[src/rtl/ped_request_pkg.sv]
// Pedestrian request: FSM state encoding and phase threshold.
// Shared by ped_request and ped_debounce.
package ped_request_pkg;

    typedef enum logic [1:0] {
        IDLE     = 2'd0,
        ARMED    = 2'd1,
        ASSERT   = 2'd2,
        COOLDOWN = 2'd3
    } ped_state_t;

    localparam logic [7:0] PASS_THRESH = 8'd10;
    localparam int         CNT_W       = 16;

endpackage

[src/rtl/ped_debounce.sv]
// Button synchronizer with optional stability filter.
// Filter present only when PED_REQUEST_DEBOUNCE_EN is defined.
module ped_debounce
    import ped_request_pkg::*;
#(
    parameter int unsigned DEBOUNCE_CYCLES = 16
) (
    input  logic clk,
    input  logic rst_n,
    input  logic btn_raw,
    output logic level
);

    logic [1:0] sync_q;

    always_ff @(posedge clk or negedge rst_n) begin
        if (!rst_n) begin
            sync_q <= '0;
        end else begin
            sync_q <= {sync_q[0], btn_raw};
        end
    end

`ifdef PED_REQUEST_DEBOUNCE_EN
    localparam logic [CNT_W-1:0] LAST = CNT_W'(DEBOUNCE_CYCLES - 1);

    logic [CNT_W-1:0] cnt_q;
    logic             level_q;

    // Any cycle that agrees with the current level restarts the count.
    always_ff @(posedge clk or negedge rst_n) begin
        if (!rst_n) begin
            cnt_q   <= '0;
            level_q <= 1'b0;
        end else if (sync_q[1] == level_q) begin
            cnt_q <= '0;
        end else if (cnt_q == LAST) begin
            cnt_q   <= '0;
            level_q <= sync_q[1];
        end else begin
            cnt_q <= cnt_q + 1'b1;
        end
    end

    assign level = level_q;
`else
    // Filter omitted: the synchronized value is the level.
    if (DEBOUNCE_CYCLES > 0) begin : g_sync
        assign level = sync_q[1];
    end else begin : g_sync_min
        assign level = sync_q[1];
    end
`endif

endmodule

[src/rtl/ped_request.sv]
// Pedestrian request FSM: press edge -> green shortening -> cooldown.
// Define PED_REQUEST_DEBOUNCE_EN to compile in the button filter.
module ped_request
    import ped_request_pkg::*;
#(
    parameter int unsigned DEBOUNCE_CYCLES = 16,
    parameter int unsigned COOLDOWN_CYCLES = 100
) (
    input  logic       clk,
    input  logic       rst_n,
    input  logic       btn_raw,
    input  logic       green,
    input  logic [7:0] clock_in,
    output logic       pass_request,
    output logic       req_pending,
    output logic       served
);

    localparam logic [CNT_W-1:0] CD_LOAD = CNT_W'(COOLDOWN_CYCLES - 1);

    logic             level;
    logic             level_q;
    logic             press;
    logic             long_phase;
    ped_state_t       state_q;
    ped_state_t       state_d;
    logic [CNT_W-1:0] cd_q;
    logic [CNT_W-1:0] cd_d;
    logic             pass_d;
    logic             pend_d;
    logic             served_d;
    logic             enter_cd;

    ped_debounce #(
        .DEBOUNCE_CYCLES(DEBOUNCE_CYCLES)
    ) u_debounce (
        .clk    (clk),
        .rst_n  (rst_n),
        .btn_raw(btn_raw),
        .level  (level)
    );

    assign press      = level & ~level_q;
    assign long_phase = clock_in > PASS_THRESH;

    always_comb begin
        state_d = state_q;
        cd_d    = cd_q;
        unique case (state_q)
            IDLE: begin
                if (press) state_d = ARMED;
            end
            ARMED: begin
                if (green) state_d = long_phase ? ASSERT : COOLDOWN;
            end
            ASSERT: begin
                if (!green || !long_phase) state_d = COOLDOWN;
            end
            COOLDOWN: begin
                if (cd_q == '0) state_d = IDLE;
                else            cd_d    = cd_q - 1'b1;
            end
            default: state_d = IDLE;
        endcase
        enter_cd = (state_d == COOLDOWN) && (state_q != COOLDOWN);
        if (enter_cd) cd_d = CD_LOAD;
        pass_d   = state_d == ASSERT;
        pend_d   = (state_d == ARMED) || (state_d == ASSERT);
        served_d = enter_cd;
    end

    always_ff @(posedge clk or negedge rst_n) begin
        if (!rst_n) begin
            level_q      <= 1'b0;
            state_q      <= IDLE;
            cd_q         <= '0;
            pass_request <= 1'b0;
            req_pending  <= 1'b0;
            served       <= 1'b0;
        end else begin
            level_q      <= level;
            state_q      <= state_d;
            cd_q         <= cd_d;
            pass_request <= pass_d;
            req_pending  <= pend_d;
            served       <= served_d;
        end
    end

endmodule
[config.mk]
export PLATFORM = sky130hd
export DESIGN_NAME = ped_request
export DESIGN_NICKNAME = d
export VERILOG_FILES = /design/src/rtl/ped_request_pkg.sv /design/src/rtl/ped_debounce.sv /design/src/rtl/ped_request.sv
export SDC_FILE = /design/constraint.sdc
export NUM_CORES = 1
export LEC_CHECK = 0
export CAP_MARGIN = 20
export CORE_ASPECT_RATIO = 0.5
export CORE_UTILIZATION = 30
export DETAILED_ROUTE_END_ITERATION = 6
export GPL_ROUTABILITY_DRIVEN = 0
export PLACE_DENSITY_LB_ADDON = 0.15
export SLEW_MARGIN = 20
export SYNTH_ARGS = -nofsm -noshare
export SYNTH_HDL_FRONTEND = slang
export SYNTH_HIERARCHICAL = 1
export SYNTH_SLANG_ARGS = --single-unit
[constraint.sdc]
create_clock -name clk -period 6.5 [get_ports clk]
set_clock_uncertainty 0.1 [all_clocks]
set_input_delay 1.3 -clock clk [delete_from_list [all_inputs] [get_ports clk]]
set_output_delay 1.3 -clock clk [all_outputs]
set_load 0.05 [all_outputs]
Word level (Yosys, flattened, before mapping):

Cells that the tools add are included.

* register bits: 24
* input port bits: 12
* output and inout port bits: 3
* logic and storage cells: 37

* add/sub/neg operators: 1
* $lt $le $gt $ge: 1
* equality and inequality tests: 8
* muxes and demuxes: 9
* bitwise operators: 2
* reductions and logical operators: 9

Operators with widths (count)
* 16-bit 2-to-1 mux: 3
* 16-bit logical NOT: 1
* 16-bit by 1-bit subtractor with 16-bit output (second input constant): 1
* 2-bit equality test (second input constant): 4
* 8-bit by 4-bit greater-than comparator with 1-bit output (second input constant): 1
* 2-bit 2-to-1 mux: 4
* 2-bit case mux with 4 select lines: 1
* 2-bit by 1-bit equality test with 1-bit output (second input constant): 2
* 2-bit != test (second input constant): 2
* 1-bit logical NOT: 2
* 2-bit logical NOT: 1
* 1-bit logical OR: 2
* 2-bit AND reduction: 1
* 2-bit nonzero test: 1
* 1-bit bitwise AND: 1
* 1-bit logical AND: 1
* 1-bit 2-to-1 mux: 1
* 1-bit NOT: 1

Longest topological paths before layout:

* depth in word-level cells: 9
* gate-level depth with buffers: 13
* gate-level depth less buffers: 12

By module:

Netlist, hierarchy kept.

By module, submodules not included
* ped_request: instances 1, cells each 123, area an instance 1189.9 um^2, seq. area each 550.5 um^2
* ped_debounce: instances 1, cells each 2, area an instance 50.0 um^2, seq. area each 50.0 um^2

Worst setup path after synthesis:

OpenSTA, ideal clock, no wires.

* kind: input to register
* start: input port clock_in[7]
* end: register cd_q[12]
* setup time: 0.127 ns
* arrival: 3.140 ns
* required time: 6.273 ns
* slack: 3.133 ns
* cell stages on the path: 11
* buffers on the path: 0
* cell sequence: nor4_1 > o21ai_0 > nand2_1 > a211o_1 > o311a_1 > ha_1 > a21oi_2 > or3_2 > nor3_1 > xnor2_1 > a21oi_1

* word-level cells in the longest chain between the ends: 9
* elaborated cells on any way between the ends: 13
* those cells by class: 1 x order compare; 2 x eq/ne; 5 x mux; 5 x reduce/logical

RTL lines
* from (decl): RTL line ped_request.sv:13 `input logic [7:0] clock_in,`
* 8-bit by 4-bit greater-than comparator with 1-bit output (*): RTL line ped_request.sv:44 `assign long_phase = clock_in > PASS_THRESH;`
* 1-bit logical NOT: RTL line ped_request.sv:57 `if (!green || !long_phase) state_d = COOLDOWN;`
* 1-bit logical OR: RTL line ped_request.sv:57
* 2-bit 2-to-1 mux: RTL line ped_request.sv:57
* 2-bit case mux with 4 select lines (*): RTL line ped_request.sv:49 `unique case (state_q)`
* named net state_d[0]: RTL line ped_request.sv:26 `ped_state_t state_d;`
* 2-bit equality test (*): RTL line ped_request.sv:65 `enter_cd = (state_d == COOLDOWN) && (state_q != COOLDOWN);`
* 1-bit logical AND (*): RTL line ped_request.sv:65
* 2-bit != test (no source line) or 2-bit nonzero test (tied branches)
* 2-bit AND reduction (no source line)
* to (signal assigned): RTL line ped_request.sv:76 `cd_q <= '0;`
* to (signal assigned): RTL line ped_request.sv:83 `cd_q <= cd_d;`
* to (decl): RTL line ped_request.sv:27 `logic [CNT_W-1:0] cd_q;`

The timed path passes the listed nets; every way through them passes the cells marked *.
A chain may end at the register's enable or synchronous reset.

Final worst setup path:

* start: input port clock_in[7]
* end: register cd_q[4]

The elaborated chain is that of the path after synthesis.

==> flow_summary_export.csv <==
group,metric,value,unit
status,status,"complete, no violations",
clock_network,cts_buffers,3,
placed_design,place_inst,191,
power,power.leakage,0.631,nW
critical_path,crit_path_max_fanout,10,
power,intPower,0.370,mW
power,switching_power,0.224,mW
flow_run,cap_violations,0,
route,via_per_inst,5.08,
clock_network,post-cts-setup-buffers,0,
route,routedWlPerCell,14.6,um
placed_design,pre_cts_slack,2.40,ns
grt,grt_max_degree,25,
grt,grt_pass1_vias,909,
cells_and_area,drive_above_1_share,11.3,%
timing,period_share,58.8,%
cells_and_area,nNetsFinal,158,
timing,fin_crit,3.82,ns
clock_network,h-tree-depth,1,
critical_path,worst_setup_path_end_kind,"register",
cells_and_area,final_cells,195,
floorplanning,ios,15,
placed_design,place_area,0.00144,mm^2
timing,rsz0062_at_grt,"no",
cells_and_area,fin_area,0.00151,mm^2
timing,setup_tns,0,ns
floorplanning,core_area,0.00392,mm^2
floorplanning,die_w,92.9,um
yosys,ys.warnings.count,6,
route,postRouteAntennaNets,0,
power,p_clk_share,22.7,%
critical_path,critPathArrivalTime,3.89,ns
grt,antenna_found_initial,0,
yosys,syn-cell-area,0.00124,mm^2
yosys,ys_seq_area_share,48.4,%
timing,setup_viol,0,
clock_network,cts_repair_resize_count,0,
power,ir_drop,0.109,mV
cells_and_area,diodes,0,
critical_path,critPathLaunch,"clock_in[7]",
clock_network,clock_latency,0.27,ns
yosys,avgSynthCellArea,9.92,um^2
floorplanning,initial_core_util,31.6,%
clock_network,cts_max_path_buffers,2,
clock_network,cts.sinks,24,
hold_path,hp-class,"register to register",
power,switching_share,37.7,%
cells_and_area,most-common-layout-cells,"dfrtp_1, clkdlybuf4s50_1, o21ai_0",
critical_path,cp-start-kind,"primary input",
timing,maxSlewHeadroom,62.7,%
critical_path,r2r-start,"cd_q[10]",
power,power.density,393,mW/mm^2
cells_and_area,area_growth,22.0,%
timing,layout_setup_ws,2.68,ns
timing,max_slew.worst_pin.slew,0.560,ns
timing,final.hold.worst_slack,0.258,ns
floorplanning,placementRows,16,
clock_network,holdBufCountCts,0,
placed_design,dp_hpwl,2000,um
yosys,ys_ff_latch,24,
yosys,synth_fp_nets,141,
grt,grt_use_total,14.7,%
grt,grt_pass1_wl,4790,um
timing,hold_violations,0,
floorplanning,die_area,0.00441,mm^2
critical_path,required,6.57,ns
timing,report.final.slew_viol_count,0,
yosys,synth_cell_types,38,
route,vias,990,
hold_path,worstHoldStart,"u_debounce/sync_q[0]",
power,combPwrFrac,36.0,%
route,drt_pass1_iterations,4,
route,drt-initial-drc-count,37,
clock_network,cts_tree,"yes",
clock_network,clk_pin_slew,0.09,ns
floorplanning,die_h,47.5,um
timing,fmax,262,MHz
route,drcViolationCount,0,
power,pwr-share-seq,41.3,%
cells_and_area,final_common_cell,"dfrtp_1",
placed_design,numPortBuffers,14,
critical_path,worstSetupPathType,"primary input to register",
yosys,synth_cells,125,
clock_network,cts_root_buffer,"clkbuf_8",
route,finalWirelength,2840,um
grt,overflow,0,
-- layer usage --
metal / wire length, um / vias up / GRT usage, %
met5: 0 / - / 0
met1: 1550 / 468 / 21.1
met4: 14 / 0 / 1.85
met3: 133 / 4 / 4.76
li1: - / 492 / -
met2: 1140 / 26 / 22.4
-- cell families after synthesis --
kind of cell | synth area share (%)
and+or+nand+nor | 20.9
AOI/OAI and AO/OA | 21.3
DFF | 48.4
buffers and inverters | 3.23
adders and majority gates | 4.04
xor gates and xnor gates | 2.12
-- worst paths after layout --
check | cells past startpoint | slack, ns | to
worst min-delay path | 0 | 0.26 | u_debounce/sync_q[1]
min in group asynchronous | 2 | 1.28 | cd_q[0]
worst min register to register | 0 | 0.26 | u_debounce/sync_q[1]
max in group asynchronous | 2 | 4.78 | cd_q[12]
worst max-delay path | 11 | 2.68 | cd_q[4]
worst max register to register | 9 | 3.08 | cd_q[9]
-- power by group through the flow --
stage	sequential, mW	combinational [mW]	clock, mW
after floorplan	0.242	0.162	0
after global placement	0.247	0.218	0
after detailed placement	0.246	0.216	0
after CTS	0.245	0.215	0.137
after global routing	0.254	0.237	0.147
final	0.245	0.214	0.135
-- final cells by class --
class / instances / area, um^2
clock buffers: 3 / 41.3
clock inverters: 1 / 30.0
fillers: 414 / 2410
inverters: 7 / 26.3
multi-input cells: 91 / 599
flip-flops and latches: 24 / 601
well taps: 54 / 67.6
repair buffers: 15 / 148
-- synth_stat cells (all sizes together) --
cell / number / area share (%)
dfrtp: 24 / 48
a21oi: 11 / 5.0
o21ai: 11 / 4.4
nor2: 10 / 3.0
nand2: 8 / 3.0
nor3: 8 / 3.6
inv: 7 / 2.1
nor4: 5 / 3.7
ha: 4 / 4.0
nand3: 3 / 1.2
or4: 3 / 1.8
xnor2: 3 / 2.1
a21bo: 2 / 1.6
a31oi: 2 / 1.0
buf: 2 / 0.81
nor3b: 2 / 1.2
o22ai: 2 / 1.5
o31ai: 2 / 1.2
o41ai: 2 / 1.4
a211o: 1 / 0.71
a22o: 1 / 0.71
a311oi: 1 / 0.71
and2: 1 / 0.61
and3: 1 / 0.50
clkbuf: 1 / 0.30
nand2b: 1 / 0.50
nand4: 1 / 0.50
nor2b: 1 / 0.50
o21a: 1 / 0.61
o311a: 1 / 0.81
o311ai: 1 / 0.71
o31a: 1 / 0.81
or3: 1 / 0.61
-- stage by stage --
stage	power, mW	utilization (%)
floorplan	0.404	-
global placement	0.465	36.7
detailed placement	0.462	36.7
CTS	0.597	38.6
global route	0.638	38.6
finish	0.595	38.6
-- worst max-delay path, stage by stage --
cell	delay, ns
clkdlybuf4s50_1	0.39
nor4_1	0.26
o21ai_0	0.12
nand2_1	0.12
a211o_1	0.15
o311a_1	0.22
ha_1	0.27
a21oi_2	0.14
a21oi_2	0.47
nand2_4	0.17
o31ai_1	0.28
-- flip-flops by register name (all words and copies together) (netlist names) --
register,count
cd_q,16
level_q,1
pass_request,1
req_pending,1
served,1
state_q,2
u_debounce/sync_q,2
(Power assumes the default switching activity.)
